### config.mk
export PLATFORM = sky130hd
export DESIGN_NAME = bit_add_4
export DESIGN_NICKNAME = d
export VERILOG_FILES = /design/src/rtl/bit_add_4_pkg.sv /design/src/rtl/bit_add_4_full_adder.sv /design/src/rtl/bit_add_4.sv
export SDC_FILE = /design/constraint.sdc
export NUM_CORES = 1
export LEC_CHECK = 0
export CAP_MARGIN = 40
export CORE_AREA = 3 3 40 42
export DETAILED_ROUTE_END_ITERATION = 7
export DIE_AREA = 0 0 43 45
export GPL_ROUTABILITY_DRIVEN = 0
export GPL_TIMING_DRIVEN = 0
export SYNTH_ARGS = -nofsm -noshare
export SYNTH_HDL_FRONTEND = slang
export SYNTH_HIERARCHICAL = 1
export SYNTH_SLANG_ARGS = --single-unit
### constraint.sdc
create_clock -name clk -period 8.6 [get_ports clk]
set_input_delay 2.15 -clock clk [delete_from_list [all_inputs] [get_ports clk]]
set_output_delay 2.15 -clock clk [all_outputs]
set_load 0.005 [all_outputs]
### src/rtl/bit_add_4_pkg.sv
// rtl/bit_add_4_pkg.sv - shared constants for the bit_add_4 adder leaf
package bit_add_4_pkg;

    localparam int DEFAULT_WIDTH = 4;

endpackage

### src/rtl/bit_add_4_full_adder.sv
// rtl/bit_add_4_full_adder.sv - one-bit full adder, the ripple-chain cell
module full_adder (
    input  logic a,
    input  logic b,
    input  logic ci,
    output logic s,
    output logic co
);

    logic p;

    assign p  = a ^ b;
    assign s  = p ^ ci;
    assign co = (a & b) | (ci & p);

endmodule

### src/rtl/bit_add_4.sv
// rtl/bit_add_4.sv - ripple-carry adder with combinational sum and registered sum/carry/overflow
module bit_add_4
    import bit_add_4_pkg::*;
#(
    parameter int WIDTH = DEFAULT_WIDTH
) (
    input  logic             clk,
    input  logic             rst_n,
    input  logic [WIDTH-1:0] a,
    input  logic [WIDTH-1:0] b,
    input  logic             ci,
    output logic [WIDTH-1:0] out,
    output logic             co,
    output logic [WIDTH-1:0] out_q,
    output logic             co_q,
    output logic             ovf_q
);

    logic [WIDTH:0] c;
    logic           ovf;

    assign c[0] = ci;

    for (genvar i = 0; i < WIDTH; i++) begin : g_chain
        full_adder u_fa (
            .a  (a[i]),
            .b  (b[i]),
            .ci (c[i]),
            .s  (out[i]),
            .co (c[i+1])
        );
    end

    assign co = c[WIDTH];
    // Carry into and out of the sign bit disagree exactly when the signed result overflows.
    assign ovf = c[WIDTH] ^ c[WIDTH-1];

    always_ff @(posedge clk) begin
        if (!rst_n) begin
            out_q <= '0;
            co_q  <= 1'b0;
            ovf_q <= 1'b0;
        end else begin
            out_q <= out;
            co_q  <= co;
            ovf_q <= ovf;
        end
    end

endmodule

==> key figures <==
Yosys
  – Top cell type's share of synthesized area: 0.485
  – Synth area leader: dfxtp_1
  – Area of the mapped netlist: roughly 250 um2
  – Syn_area_per_cell: 14.6 um2
  – Flops & latches, synth: 6
  – Area contributors post-synth: dfxtp_1 (48%), fa_1 (32%), and2_1 (13%)
  – Post-synthesis sequential area ratio: 0.485
  – Yosys cell types: 5
  – Yosys warnings: 6
  – Syn nets: 32
  – Syn Inst Count: 17

Critical path
  – Critical Path RT: approximately 6.5 ns
  – Critical path startpoint: a[0]
  – CP Capture Type: output port
  – CP arrival: about 4.9 ns
  – Crit Path Category: input port to output port
  – Startpoint types: input port
  – Crit path max fanout: 2

Placement
  – Area after DPL: 477 um2
  – Post-detail-place hpwl: approximately 480 um
  – Port Buffers: 21

Cells and area
  – Area added between synthesis and finish: 102%
  – Fraction of layout cells with a size suffix above 1: 0.0976
  – Final std cell area, no fill: 499 um2
  – Diodes inserted: 0
  – Nets: between 50 and 60
  – Leading cell type in the layout, fill and taps excluded: clkdlybuf4s50_1
  – Most frequent cells in the layout: clkdlybuf4s50_1 (21), dfxtp_1 (6), and2_1 (5), fa_1 (4), clkbuf_4 (3)

Clock network
  – Cts hold-fix bufs: 0
  – Clk buf depth: 2
  – Postcts setup bufs: 0
  – Clock transition at path regs: ~0.040 ns
  – Cts bufs inserted: 3
  – CTS H-tree depth: 1
  – CTS tree: yes
  – Clock root buffer: clkbuf_4
  – Post-cts resize count: 0
  – Clock sinks: 6

Floorplan
  – Core area: around 1300 um2
  – Die area: approximately 1900 um2
  – Rows: 13
  – Io pins: 22
  – Die Y: approximately 45 um
  – DIE WIDTH: roughly 43 um
  – Initial Util: 0.193

STA
  – Slew HR: 0.913
  – Fin crit period: around 7.0 ns
  – Max-slew violations: 0
  – Final Setup Violations: 0
  – Final Hold Fails: 0
  – Smallest hold slack: around 2.6 ns
  – Unrepaired setup endpoints after global routing: false
  – Fmax: 0.142 GHz
  – Pin slew with the least headroom to its limit: between 0.1 and 0.15 ns
  – Tcrit/Tclk final: 0.817
  – Sum Neg Setup Slack: 0 ns

Detailed routing
  – Total Routed Length: approximately 520 um
  – Post-DRT Antenna Nets: 0
  – # DRC: 0
  – Vias: around 210
  – Drt first pass iters: 1
  – DR vias/cell: 3.79
  – Initial DRC count: 0
  – Wirelength per Cell: roughly 9.3 um

Power and ir drop
  – Pleak: 0.195 nW
  – VDD IR max: 0.0000454 V
  – Pwr/cell area: approximately 170 nW/um2

Min path
  – Class of the worst hold path: input port to flip-flop
  – Hold Path End: out_q[3]
  – Critical hold path startpoint: rst_n
  – WHS Path Cells: 2

Global routing
  – First-pass GRT wire length: roughly 790 um
  – Antenna violations before repair: 0
  – Largest net degree at the start of global routing: 7
  – GRT overflow: 0
  – Vias in the first global route: approximately 190
  – Total track usage: 0.0606

Run status
  – Status: complete, no violations

Run
  – Max-cap violations: 0
[synthesized netlist by cell type]
| cell | number |
|---|---|
| and2_1 | 5 |
| fa_1 | 4 |
| xor2_1 | 1 |
| dfxtp_1 | 6 |
| and2_2 | 1 |
[report_power, final]
group | total [mW] | switching, mW | leakage, nW | internal (mW)
clock network | 0.0243 | 0.00861 | 0.0138 | 0.0157
registers | 0.0318 | 0.000668 | 0.0500 | 0.0312
logic | 0.0284 | 0.00851 | 0.131 | 0.0199
total | 0.0845 | 0.0178 | 0.195 | 0.0667
[per-layer routing]
| metal | routed length, um | vias to the layer above | track usage |
|---|---|---|---|
| met2 | 224 | 21 | 0.0898 |
| met4 | 17 | 0 | 0.0723 |
| met1 | 158 | 90 | 0.0498 |
| met3 | 119 | 2 | 0.0398 |
| li1 | - | 99 | - |
| met5 | 0 | - | 0 |
[flip-flops by register name, indices dropped and copies added, names as in the netlist]
register,count
out_q,4
ovf_q,1
co_q,1
[area by class of cell]
cell class / instances / area (um2)
fill: 132 / 786
timing repair buffer: 21 / 210
multi-input combinational: 11 / 128
sequential: 6 / 120
clock buffer: 3 / 22.5
tap: 15 / 18.8
[critical path: stages]
cell             delay [ns]
clkdlybuf4s50_1        0.43
fa_1                   0.45
fa_1                   0.39
fa_1                   0.43
fa_1                   0.53
clkdlybuf4s50_1        0.50
[cells by family after synthesis]
| group | after synthesis | share of synthesized area |
|---|---|---|
| flops | 6 | 0.485 |
| simple gates | 6 | 0.157 |
| fa+ha+maj | 4 | 0.323 |
| xor+xnor | 1 | 0.0354 |
[how the worst max path moves through the flow]
stage / end / slack [ns] / depth (start not counted)
floorplan: out[3] / 2.57 / 4
global placement: out[3] / 1.58 / 6
detailed placement: out[3] / 1.55 / 6
CTS: out[3] / 1.55 / 6
global route: out[3] / 1.51 / 6
finish: out[3] / 1.57 / 6
[per-stage QoR]
stage	cells	setup slack, ns	power, mW	utilization
after floorplan	17	2.57	0.0407	-
after global placement	53	1.58	0.0608	0.371
after detailed placement	53	1.55	0.0613	0.371
after CTS	56	1.55	0.0865	0.389
after global routing	56	1.51	0.0885	0.389
final	56	1.57	0.0845	0.389
Power figures use the tool's default switching activity.
